## src/rtl/mem_stage.sv

```systemverilog
// Memory-access stage: registers ALU results, issues loads/stores over a req/ack port.
// Optional macro MEM_STAGE_TIMEOUT_EN aborts a memory wait after TIMEOUT_CYCLES cycles.
module mem_stage #(
    parameter int TIMEOUT_CYCLES = 64
) (
    input  logic        clk,
    input  logic        rst_n,
    input  logic        ex_valid,
    output logic        ex_ready,
    input  logic [31:0] ex_result,
    input  logic [31:0] ex_store_data,
    input  logic [6:0]  ex_opcode,
    input  logic [2:0]  ex_funct3,
    input  logic [4:0]  ex_rd,
    output logic        dmem_req,
    output logic        dmem_we,
    output logic [31:0] dmem_addr,
    output logic [31:0] dmem_wdata,
    output logic [3:0]  dmem_be,
    input  logic        dmem_ack,
    input  logic [31:0] dmem_rdata,
    output logic        wb_valid,
    output logic        wb_we,
    output logic [4:0]  wb_rd,
    output logic [31:0] wb_data,
    output logic        mem_err
);

    typedef enum logic {S_IDLE, S_WAIT} state_e;

    state_e      state_q, state_d;
    logic        req_q, req_d, we_q, we_d;
    logic [31:0] addr_q, addr_d, wdata_q, wdata_d;
    logic [3:0]  be_q, be_d;
    logic        wbValid_q, wbValid_d, wbWe_q, wbWe_d, err_q, err_d;
    logic [4:0]  wbRd_q, wbRd_d, rd_q, rd_d;
    logic [31:0] wbData_q, wbData_d;
    logic [2:0]  funct3_q, funct3_d;
    logic [1:0]  offset_q, offset_d;

    logic        isLoad, isStore, funcOk, aligned, writesReg;
    logic [3:0]  beNext;
    logic [31:0] wdataNext, laneWord, loadVal;

    if (TIMEOUT_CYCLES < 1) begin : g_bad_timeout
        $error("TIMEOUT_CYCLES must be at least 1");
    end

`ifdef MEM_STAGE_TIMEOUT_EN
    logic [15:0] cnt_q, cnt_d;
`endif

    assign ex_ready = (state_q == S_IDLE);

    always_comb begin
        isLoad    = (ex_opcode == 7'b0000011);
        isStore   = (ex_opcode == 7'b0100011);
        writesReg = (ex_opcode == 7'b0110011) || (ex_opcode == 7'b0010011) ||
                    (ex_opcode == 7'b0110111) || (ex_opcode == 7'b0010111);
        funcOk    = (ex_funct3 == 3'b000) || (ex_funct3 == 3'b001) || (ex_funct3 == 3'b010) ||
                    (isLoad && ((ex_funct3 == 3'b100) || (ex_funct3 == 3'b101)));
        aligned   = funcOk && ((ex_funct3[1:0] == 2'b00) ||
                               (ex_funct3[1:0] == 2'b01 && !ex_result[0]) ||
                               (ex_funct3[1:0] == 2'b10 && ex_result[1:0] == 2'b00));
        case (ex_funct3[1:0])
            2'b00: begin
                beNext    = 4'b0001 << ex_result[1:0];
                wdataNext = {4{ex_store_data[7:0]}};
            end
            2'b01: begin
                beNext    = ex_result[1] ? 4'b1100 : 4'b0011;
                wdataNext = {2{ex_store_data[15:0]}};
            end
            default: begin
                beNext    = 4'b1111;
                wdataNext = ex_store_data;
            end
        endcase
    end

    // The load lane is picked by shifting the returned word down to byte 0.
    always_comb begin
        laneWord = dmem_rdata >> {offset_q, 3'b000};
        case (funct3_q)
            3'b000:  loadVal = {{24{laneWord[7]}}, laneWord[7:0]};
            3'b001:  loadVal = {{16{laneWord[15]}}, laneWord[15:0]};
            3'b100:  loadVal = {24'b0, laneWord[7:0]};
            3'b101:  loadVal = {16'b0, laneWord[15:0]};
            default: loadVal = laneWord;
        endcase
    end

    always_comb begin
        state_d   = state_q;
        req_d     = req_q;
        we_d      = we_q;
        addr_d    = addr_q;
        wdata_d   = wdata_q;
        be_d      = be_q;
        wbValid_d = 1'b0;
        err_d     = 1'b0;
        wbWe_d    = wbWe_q;
        wbRd_d    = wbRd_q;
        wbData_d  = wbData_q;
        rd_d      = rd_q;
        funct3_d  = funct3_q;
        offset_d  = offset_q;
`ifdef MEM_STAGE_TIMEOUT_EN
        cnt_d     = cnt_q;
`endif
        case (state_q)
            S_IDLE: begin
                if (ex_valid) begin
                    if (!(isLoad || isStore)) begin
                        wbValid_d = 1'b1;
                        wbWe_d    = writesReg && (ex_rd != 5'd0);
                        wbRd_d    = ex_rd;
                        wbData_d  = ex_result;
                    end else if (!aligned) begin
                        wbValid_d = 1'b1;
                        err_d     = 1'b1;
                        wbWe_d    = 1'b0;
                        wbRd_d    = ex_rd;
                        wbData_d  = ex_result;
                    end else begin
                        state_d  = S_WAIT;
                        req_d    = 1'b1;
                        we_d     = isStore;
                        addr_d   = {ex_result[31:2], 2'b00};
                        wdata_d  = wdataNext;
                        be_d     = beNext;
                        rd_d     = ex_rd;
                        funct3_d = ex_funct3;
                        offset_d = ex_result[1:0];
`ifdef MEM_STAGE_TIMEOUT_EN
                        cnt_d    = '0;
`endif
                    end
                end
            end
            S_WAIT: begin
                if (dmem_ack) begin
                    state_d   = S_IDLE;
                    req_d     = 1'b0;
                    wbValid_d = 1'b1;
                    wbRd_d    = rd_q;
                    wbWe_d    = !we_q && (rd_q != 5'd0);
                    wbData_d  = we_q ? 32'd0 : loadVal;
                end
`ifdef MEM_STAGE_TIMEOUT_EN
                else if (cnt_q == 16'(TIMEOUT_CYCLES - 1)) begin
                    state_d   = S_IDLE;
                    req_d     = 1'b0;
                    wbValid_d = 1'b1;
                    err_d     = 1'b1;
                    wbRd_d    = rd_q;
                    wbWe_d    = 1'b0;
                    wbData_d  = {addr_q[31:2], offset_q};
                end else begin
                    cnt_d = cnt_q + 16'd1;
                end
`endif
            end
            default: state_d = S_IDLE;
        endcase
    end

    always_ff @(posedge clk or negedge rst_n) begin
        if (!rst_n) begin
            state_q   <= S_IDLE;
            req_q     <= 1'b0;
            we_q      <= 1'b0;
            addr_q    <= '0;
            wdata_q   <= '0;
            be_q      <= '0;
            wbValid_q <= 1'b0;
            wbWe_q    <= 1'b0;
            wbRd_q    <= '0;
            wbData_q  <= '0;
            err_q     <= 1'b0;
            rd_q      <= '0;
            funct3_q  <= '0;
            offset_q  <= '0;
`ifdef MEM_STAGE_TIMEOUT_EN
            cnt_q     <= '0;
`endif
        end else begin
            state_q   <= state_d;
            req_q     <= req_d;
            we_q      <= we_d;
            addr_q    <= addr_d;
            wdata_q   <= wdata_d;
            be_q      <= be_d;
            wbValid_q <= wbValid_d;
            wbWe_q    <= wbWe_d;
            wbRd_q    <= wbRd_d;
            wbData_q  <= wbData_d;
            err_q     <= err_d;
            rd_q      <= rd_d;
            funct3_q  <= funct3_d;
            offset_q  <= offset_d;
`ifdef MEM_STAGE_TIMEOUT_EN
            cnt_q     <= cnt_d;
`endif
        end
    end

    assign dmem_req   = req_q;
    assign dmem_we    = we_q;
    assign dmem_addr  = addr_q;
    assign dmem_wdata = wdata_q;
    assign dmem_be    = be_q;
    assign wb_valid   = wbValid_q;
    assign wb_we      = wbWe_q;
    assign wb_rd      = wbRd_q;
    assign wb_data    = wbData_q;
    assign mem_err    = err_q;

endmodule

```

## config.mk

```make
export PLATFORM = sky130hd
export DESIGN_NAME = mem_stage
export DESIGN_NICKNAME = d
export VERILOG_FILES = /design/src/rtl/mem_stage.sv
export SDC_FILE = /design/constraint.sdc
export NUM_CORES = 1
export LEC_CHECK = 0
export BUFFER_PORTS_ARGS = -buffer_cell sky130_fd_sc_hd__buf_2
export CORE_ASPECT_RATIO = 1.25
export CORE_MARGIN = 2
export CORE_UTILIZATION = 43
export DETAILED_ROUTE_END_ITERATION = 6
export PLACE_DENSITY = 0.79
export SLEW_MARGIN = 25
export SYNTH_ARGS = -nofsm -noshare
export SYNTH_HDL_FRONTEND = slang
export SYNTH_SLANG_ARGS = --single-unit
```

## constraint.sdc

```tcl
create_clock -name clk -period 4.11 [get_ports clk]
set_input_delay 0.2055 -clock clk [delete_from_list [all_inputs] [get_ports clk]]
set_output_delay 0.2055 -clock clk [all_outputs]
set_load 0.1 [all_outputs]
```

==> out/results.ini, run 1 <==
[status]
status=complete, no violations

[yosys]
avgSynthCellArea_sq_um=11.3
synth_top_area_cell=dfrtp_1
synth_area_leaders=dfrtp_1, mux2_2, mux2_4
async_flop_share=1.00
synth_edf_count=0
synth-main-ff-cell=dfrtp_1
seq_area_frac_synth=0.502
synth_cell_types=44
synth_top_cell_area_share=0.502
synth-seq-cells=119
synth_area_sq_um=5930
yosysWarningCount=0
synthCells=527

[pwr]
total_power_mw=3.99
power_frac_seq=0.332
power_switching_share=0.371
p_sw_mw=1.48
p_per_area_nw_per_um2=510
ir_drop_mv=0.262
p_int_mw=2.51
clock_power_share=0.397
p_leak_nw=3.98
combPwrFrac=0.271

[floorplan]
io_pins=226
initial_core_util=0.435
die_w_microns=109
die-height_microns=135
core_sq_um=13600
dieArea_sq_um=14800
num_rows=48

[final_layout]
syn2layout_area_growth_pct=31.8
final_cells=928
n_fill_cell=1178
drive_above_1_share=0.447
layout_common_cells=buf_2, dfrtp_1, o21ai_0
final_nets=854
layout_commonest_cell=buf_2
design_area_sq_um=7820
utilization=0.574

[timing]
hold_violations=0
worstMarginPinSlew_ns=0.895
whs_ns=0.0262
setup_slack_ns=1.16
fin_crit_sh=0.719
max_freq_ghz=0.338
min_period_ns=2.95
finalSetupViolations=0
rsz0062_at_grt=no
final.setup.tns_ns=0
clock_skew_ns=0.00714
drv_slew=0
maxSlewHeadroom=0.401

[critical_path]
endpoint_kind=flip-flop
crit_chain=and2_1 > a21o_2 > buf_4 > mux2_4
criticalPathCategory=reg2reg
crit_fanout=26
max_stage_delay_ns=0.91
cp.required_ns=4.40
crit_buf_inv=1
start_kind=flip-flop
crit_family=flip-flops
crit_arrival_ns=3.24
cp_slowest_cell=dfrtp_1

[drt]
drtIter0Drc=230
finalWirelength_microns=17700
drc=0
final_antenna_net_count=0
first_pass_iters=7
vias=5051
wl_per_cell_microns=19.0
drt-vias-per-instance=5.44

[run]
max-cap-violations=0

[clock_network]
clk_transition_reported_paths_ns=0.06
clock-sinks=119
clockBufferDepth=2
tritoncts=done
cts_setup_buffers=0
cts_max_level=4
cts_buffers=17
insertion_delay_ns=0.41
cts_root_buffer=clkbuf_16

[place]
placed_area_sq_um=7170
placed_cells=893
gp_congestion=0.850
dp_hpwl_microns=13300
dp_slack_ns=1.17
io_buffers=223

[global_routing]
grt_max_degree=50
grt_pass1_wl_microns=27700
grt_usage=0.248
antenna_found_initial=2
gr-total-overflow=0
grt_pass1_vias=5195

[worst_hold_path]
min_path_type=in2reg

[cell families after synthesis]
logic type      share of synthesized area
compound gates                      0.165
other cells                      0.000632
buf+inv                            0.0460
flops                               0.502
simple gates                       0.0854
mux                                 0.201
[what timing repair did]
item,CTS,global route
gates resized for setup,0,0
endpoints found under the hold margin,43,0
hold buffers,2,0
[synth_stat cells, drive strengths merged (6+ instances only)]
cell type	n
a211oi	25
a21oi	19
a22oi	17
a31oi	17
and3b	6
buf	21
clkbuf	22
dfrtp	119
inv	17
mux2	75
mux2i	25
nand2	44
nor2	18
nor2b	12
o21ai	47
o221ai	8
o32ai	7
[power groups by stage]
stage                     clock (mW)  sequential [mW]  combinational, mW
after floorplan                    0             1.95              0.218
after global placement             0             1.34               1.07
after detailed placement           0             1.34               1.08
after CTS                       1.60             1.33               1.09
after global routing            1.66             1.34               1.13
final                           1.58             1.32               1.08
[final cells by class]
| cell class | instances | area, sq um | share of cell area |
|---|---|---|---|
| Antenna cell | 1 | 2.50 | 0.000320 |
| Clock buffer | 18 | 429 | 0.0549 |
| Clock inverter | 14 | 200 | 0.0256 |
| Inverter | 17 | 63.8 | 0.00816 |
| Multi-Input combinational cell | 349 | 2700 | 0.345 |
| Sequential cell | 119 | 2980 | 0.381 |
| Tap cell | 175 | 219 | 0.0280 |
| Timing Repair Buffer | 235 | 1230 | 0.157 |
[flip-flops by register name, summed over array words and instances (netlist names)]
name,cells
rd_q,5
wb_data,32
dmem_be,4
dmem_we,1
dmem_wdata,32
wb_we,1
wb_valid,1
dmem_addr,30
funct3_q,3
state_q,1
mem_err,1
offset_q,2
wb_rd,5
dmem_req,1
[worst paths after layout]
check	start	slack (ns)	cells after the start	endpoint
setup reg to reg	state_q$_DFF_PN0_	1.16	4	wb_data[10]$_DFFE_PN0P_
max in group asynchronous	rst_n	2.83	3	dmem_addr[29]$_DFFE_PN0P_
hold reg to reg	dmem_wdata[11]$_DFFE_PN0P_	0.48	2	dmem_wdata[11]$_DFFE_PN0P_
min in group asynchronous	rst_n	0.34	2	wb_data[14]$_DFFE_PN0P_
setup / recovery	state_q$_DFF_PN0_	1.16	4	wb_data[10]$_DFFE_PN0P_
hold / removal	ex_result[26]	0.03	2	dmem_addr[26]$_DFFE_PN0P_
[routing by layer]
layer  wire length (microns)  track usage  share of wire  up-vias
met2                    8900        0.421           0.50      243
met3                    1400       0.0707          0.079       39
li1                        -            -              -     2353
met1                    6810        0.296           0.39     2414
met4                     544       0.0954          0.031        2
met5                      13            0        0.00074        -
Note: power is estimated with default switching activity, not from simulation.
==> run 2, diff against run 1 <==
==> constraint.sdc (replaced) <==
create_clock -name clk -period 2.9 [get_ports clk]
set_input_delay 0.145 -clock clk [delete_from_list [all_inputs] [get_ports clk]]
set_output_delay 0.145 -clock clk [all_outputs]
set_load 0.1 [all_outputs]
==> run 2 against run 1 <==
  * First-iteration DRC count is 15% higher
  * Non-clock buffer count is 14 higher
  * Worst hold slack worse by 0.016 ns
  * Sequential power is 42% higher
  * Clock power is 46% higher
  * Largest cell class unchanged
  * Highest routed layer is now met4
==> out/results.ini, run 2 (synthesis gave the netlist of run 1 again) <==
[timing]
max_freq_ghz=0.454
whs_ns=0.00982  ; was 0.0262 ns
clock_skew_ns=0.00993  ; was 0.00714 ns
maxSlewHeadroom=0.380  ; was 0.401
fin_crit_sh=0.760
worstMarginPinSlew_ns=0.930  ; was 0.895 ns
rsz0062_at_grt=no  ; unchanged
min_period_ns=2.20
finalSetupViolations=0  ; unchanged
hold_violations=0  ; unchanged
final.setup.tns_ns=0  ; unchanged
drv_slew=0  ; unchanged

[drt]
drt-vias-per-instance=5.38  ; was 5.44
final_antenna_net_count=0  ; unchanged
finalWirelength_microns=17800  ; was 17,700 microns
drc=0  ; unchanged
first_pass_iters=4  ; was 7
wl_per_cell_microns=18.9  ; was 19.0 microns
vias=5067  ; was 5,051
drtIter0Drc=264  ; was 230

[critical_path]
crit_buf_inv=3  ; was 1
crit_arrival_ns=2.06  ; was 3.24 ns
start_kind=flip-flop  ; unchanged
rr_endpoint=wb_data[28]$_DFFE_PN0P_  ; was wb_data[10]$_DFFE_PN0P_
max_stage_delay_ns=0.55  ; was 0.91 ns
cp.required_ns=2.76  ; was 4.40 ns
worst-r2r-cell-count=6  ; was 4
endpoint_kind=output port  ; was flip-flop
regToRegSetupSlack_ns=0.78  ; was 1.16 ns
crit_family=buffers and inverters  ; was flip-flops
criticalPathCategory=reg2out  ; was reg2reg
cp_slowest_cell=buf_2  ; was dfrtp_1
reg2reg_from=offset_q[1]$_DFFE_PN0P_  ; was state_q$_DFF_PN0_
crit_fanout=24  ; was 26
crit_chain=buf_4 > inv_1 > buf_2  ; was and2_1 > a21o_2 > buf_4 > mux2_4

[floorplan]
core_sq_um=13600  ; unchanged
dieArea_sq_um=14800  ; unchanged
die-height_microns=135  ; unchanged
die_w_microns=109  ; unchanged
io_pins=226  ; unchanged
initial_core_util=0.435  ; unchanged
num_rows=48  ; unchanged

[worst_hold_path]
worstHoldEndpoint=dmem_addr[15]$_DFFE_PN0P_  ; was dmem_addr[26]$_DFFE_PN0P_
min_from=ex_result[15]  ; was ex_result[26]
min_path_type=in2reg  ; unchanged
hold_depth=2  ; unchanged

[final_layout]
antennaDiodeCount=0  ; was 1
layout_commonest_cell=buf_2  ; unchanged
final_cells=941  ; was 928
final_nets=868  ; was 854
drive_above_1_share=0.443  ; was 0.447
design_area_sq_um=7980  ; was 7820 sq um
layout_common_cells=buf_2, dfrtp_1, o21ai_0  ; unchanged
utilization=0.586  ; was 0.574
syn2layout_area_growth_pct=34.5  ; was 31.8%

[clock_network]
clockBufferDepth=2  ; unchanged
cts_buffers=17  ; unchanged
cts_root_buffer=clkbuf_16  ; unchanged
insertion_delay_ns=0.41  ; about the same
cts_max_level=4  ; unchanged
clock-sinks=119  ; unchanged
tritoncts=done  ; unchanged
clk_transition_reported_paths_ns=0.06  ; about the same
cts_resized=0  ; unchanged

[place]
gp_congestion=0.799  ; was 0.850
placed_cells=896  ; was 893
io_buffers=223  ; unchanged
dp_hpwl_microns=13000  ; was 13,300 microns
placed_area_sq_um=7200  ; was 7170 sq um

[global_routing]
gr-total-overflow=0  ; unchanged
grt_max_degree=85  ; was 50
grt_pass1_vias=5113  ; was 5,195
grt_usage=0.248  ; about the same
grt_pass1_wl_microns=27700  ; about the same
antenna_found_initial=0  ; was 2

[run]
max-cap-violations=0  ; unchanged

[pwr]
p_per_area_nw_per_um2=718  ; was 510 nW/um^2
p_leak_nw=4.06  ; was 3.98 nW
ir_drop_mv=0.359  ; was 0.262 mV

[status]
status=complete, no violations  ; unchanged

run 2: repair_timing:
item                                   CTS  global route
buffers inserted                         0             0
hold buffers                            13             0
endpoints found under the hold margin   80             0
setup endpoints to repair                0             0
run 2: per-layer routing:
| metal | vias up | track usage | wire length (microns) |
|---|---|---|---|
| li1 | 2380 | - | - |
| met1 | 2441 | 0.298 | 6860 |
| met2 | 216 | 0.417 | 9090 |
| met3 | 30 | 0.0659 | 1300 |
| met4 | 0 | 0.104 | 564 |
| met5 | - | 0 | 0 |
run 2: per-stage QoR:
| step | power (mW) | worst slack (ns) |
|---|---|---|
| after detailed placement | 3.44 | 0.666 |
| final | 5.73 | 0.695 |
| after global routing | 5.92 | 0.457 |
| after global placement | 3.42 | 0.717 |
| after floorplan | 3.07 | 0.633 |
| after CTS | 5.76 | 0.682 |
run 2: how the worst max path moves through the flow:
stage	end	cells past startpoint	start
finish	ex_ready	3	state_q$_DFF_PN0_
global route	wb_data[28]$_DFFE_PN0P_	6	offset_q[1]$_DFFE_PN0P_
CTS	ex_ready	3	state_q$_DFF_PN0_
detailed placement	wb_data[8]$_DFFE_PN0P_	5	ex_funct3[0]
global placement	wb_rd[4]$_DFFE_PN0P_	5	ex_funct3[0]
floorplan	wb_we$_DFFE_PN0P_	5	state_q$_DFF_PN0_
run 2: layout make-up:
| cell class | instances | area, sq um |
|---|---|---|
| clock buffers | 19 | 443 |
| well taps | 175 | 219 |
| clock inverters | 13 | 203 |
| inverters | 17 | 63.8 |
| flip-flops and latches | 119 | 2980 |
| fillers | 1177 | 5650 |
| repair buffers | 249 | 1370 |
| multi-input cells | 349 | 2710 |
run 2: where the power goes:
part	switching [mW]	internal (mW)	total, mW
Sequential	0.0782	1.79	1.87
Clock	0.764	1.54	2.31
Combinational	1.22	0.334	1.55
==> run 3, diff against run 2 <==
--- a/config.mk
+++ b/config.mk
@@ -10,7 +10,7 @@
 export CORE_MARGIN = 2
 export CORE_UTILIZATION = 43
 export DETAILED_ROUTE_END_ITERATION = 6
-export PLACE_DENSITY = 0.79
+export PLACE_DENSITY = 0.81
 export SLEW_MARGIN = 25
 export SYNTH_ARGS = -nofsm -noshare
 export SYNTH_HDL_FRONTEND = slang
==> constraint.sdc (replaced) <==
create_clock -name clk -period 1.9 [get_ports clk]
set_input_delay 0.095 -clock clk [delete_from_list [all_inputs] [get_ports clk]]
set_output_delay 0.095 -clock clk [all_outputs]
set_load 0.1 [all_outputs]
==> run 3 against run 2 <==
  * Sequential share of layout area is 2.5 points lower
  * Non-clock buffer count is 63 higher
  * Largest power group unchanged
  * Critical path type is now reg2reg
  * Total power is 52% higher
  * Register-to-register slack worse by 0.69 ns
  * Clock-buffer cell count stayed put
  * Final area is 7.2% higher
  * Sequential power is 52% higher
  * Largest cell class unchanged
  * Flip-flop and latch count stayed put
==> out/results.ini, run 3 (synthesis gave the netlist of run 1 again) <==
[status]
status=complete, no violations  ; unchanged

[timing]
rsz0062_at_grt=no  ; unchanged
worstMarginPinSlew_ns=0.583  ; was 0.930 ns
finalSetupViolations=0  ; unchanged
hold_violations=0  ; unchanged
clock_skew_ns=0.0148  ; was 0.00993 ns
maxSlewHeadroom=0.611  ; was 0.380
drv_slew=0  ; unchanged
max_freq_ghz=0.554
final.setup.tns_ns=0  ; unchanged
fin_crit_sh=0.950
min_period_ns=1.81

[critical_path]
worst-r2r-cell-count=5  ; was 6
cp_slowest_cell=dfrtp_1  ; was buf_2
cp.required_ns=2.19  ; was 2.76 ns
start_kind=flip-flop  ; unchanged
crit_arrival_ns=2.09  ; was 2.06 ns
regToRegSetupSlack_ns=0.09  ; was 0.78 ns
max_stage_delay_ns=0.40  ; was 0.55 ns
endpoint_kind=flip-flop  ; was output port
crit_fanout=26  ; was 24
crit_chain=nor2b_1 > buf_6 > o2111ai_4 > buf_4 > mux2_1  ; was buf_4 > inv_1 > buf_2
reg2reg_from=state_q$_DFF_PN0_  ; was offset_q[1]$_DFFE_PN0P_
rr_endpoint=dmem_addr[30]$_DFFE_PN0P_  ; was wb_data[28]$_DFFE_PN0P_
criticalPathCategory=reg2reg  ; was reg2out

[floorplan]
initial_core_util=0.435  ; unchanged
num_rows=48  ; unchanged
die_w_microns=109  ; unchanged
io_pins=226  ; unchanged
dieArea_sq_um=14800  ; unchanged
die-height_microns=135  ; unchanged
core_sq_um=13600  ; unchanged

[global_routing]
grt_usage=0.264  ; was 0.248
gr-total-overflow=0  ; unchanged
grt_pass1_wl_microns=29400  ; was 27,700 microns
grt_max_degree=97  ; was 85
antenna_found_initial=0  ; unchanged
grt_pass1_vias=5566  ; was 5,113

[pwr]
p_per_area_nw_per_um2=1020  ; was 718 nW/um^2
p_leak_nw=4.32  ; was 4.06 nW
ir_drop_mv=0.520  ; was 0.359 mV
total_power_mw=8.73  ; was 5.73 mW

[place]
dp_hpwl_microns=13400  ; was 13,000 microns
gp_congestion=0.822  ; was 0.799
io_buffers=223  ; unchanged

[clock_network]
clockBufferDepth=2  ; unchanged
tritoncts=done  ; unchanged
cts_max_level=4  ; unchanged
cts_buffers=17  ; unchanged
insertion_delay_ns=0.41  ; about the same
clk_transition_reported_paths_ns=0.06  ; about the same
clock-sinks=119  ; unchanged
cts_root_buffer=clkbuf_16  ; unchanged

[final_layout]
n_fill_cell=1083  ; was 1,177
multi_input_area_sq_um=2710  ; about the same
drive_above_1_share=0.435  ; was 0.443
layout_commonest_cell=buf_2  ; unchanged
antennaDiodeCount=0  ; unchanged
seqCellArea_sq_um=2980  ; about the same
layout_common_cells=buf_2, dfrtp_1, dlygate4sd3_1  ; was buf_2, dfrtp_1, o21ai_0
final_nets=931  ; was 868
syn2layout_area_growth_pct=44.2  ; was 34.5%

[worst_hold_path]
worstHoldEndpoint=dmem_wdata[26]$_DFFE_PN0P_  ; was dmem_addr[15]$_DFFE_PN0P_
hold_depth=3  ; was 2
min_from=ex_store_data[26]  ; was ex_result[15]
min_path_type=in2reg  ; unchanged

[drt]
vias=5391  ; was 5,067
final_antenna_net_count=0  ; unchanged
wl_per_cell_microns=19.3  ; was 18.9 microns
drtIter0Drc=315  ; was 264
finalWirelength_microns=19400  ; was 17,800 microns
drc=0  ; unchanged
first_pass_iters=5  ; was 4
drt-vias-per-instance=5.37  ; was 5.38

[run]
max-cap-violations=0  ; unchanged

[run 3: cell types whose count changed in the layout (fill, tap and decap cells not counted), sizes merged]
cell / previous run / this run
buf: 236 / 253
bufinv: 5 / 3
clkbuf: 19 / 20
clkinv: 6 / 3
clkinvlp: 2 / 5
dlygate4sd3: 13 / 58
inv: 17 / 19
[run 3: repair_timing]
item,CTS,global route
endpoints found under the hold margin,95,0
resized for setup,1,4
hold buffers,58,0
endpoints found under the setup margin,16,23
buffers inserted,0,2
[run 3: how the worst max path moves through the flow]
stage | slack, ns | cells after the start | end | start
after floorplan | 0.02 | 5 | wb_data[22]$_DFFE_PN0P_ | dmem_we$_DFFE_PN0P_
after global placement | 0.004 | 4 | wb_data[16]$_DFFE_PN0P_ | offset_q[0]$_DFFE_PN0P_
after detailed placement | -0.05 | 4 | wb_data[16]$_DFFE_PN0P_ | offset_q[0]$_DFFE_PN0P_
after CTS | 0.03 | 7 | wb_data[16]$_DFFE_PN0P_ | ex_opcode[5]
after global routing | 0.001 | 5 | dmem_addr[30]$_DFFE_PN0P_ | state_q$_DFF_PN0_
final | 0.09 | 5 | dmem_addr[30]$_DFFE_PN0P_ | state_q$_DFF_PN0_
[run 3: layout make-up]
type / instances / area share
repair buffers: 312 / 0.229
clock buffers: 19 / 0.0529
flip-flops and latches: 119 / 0.348
multi-input cells: 349 / 0.316
clock inverters: 13 / 0.0200
inverters: 17 / 0.00746
well taps: 175 / 0.0256
[run 3: metal layers]
metal	track usage	share of wire	up-vias
li1	-	-	2509
met1	0.309	0.39	2624
met2	0.449	0.51	218
met3	0.0664	0.064	40
met4	0.127	0.038	0
met5	0	0	-
[run 3: worst max-delay path, delay by kind of cell, from the launching register on]
kind,cells,cell delay (ns)
AOI/OAI and AO/OA,1,0.15
buffers and inverters,2,0.53
and+or+nand+nor,1,0.24
muxes,1,0.36
DFF,1,0.40
[run 3: through the flow]
step           hold WS, ns  setup slack, ns  area [sq um]  cells  utilization
2_1_floorplan       -0.201           0.0188          5940    528            -
3_3_place_gp         0.129          0.00365          7320    912        0.537
3_5_place_dp         0.131          -0.0465          7320    912        0.537
4_1_cts            0.00149           0.0339          8530   1002        0.626
5_1_grt             0.0185          0.00105          8560   1004        0.628
6_report           0.00738           0.0945          8560   1004        0.628
[run 3: report_power, final]
group / internal (mW) / total, mW / switching, mW
clock: 2.15 / 3.40 / 1.25
sequential: 2.73 / 2.85 / 0.117
combinational: 0.585 / 2.48 / 1.90
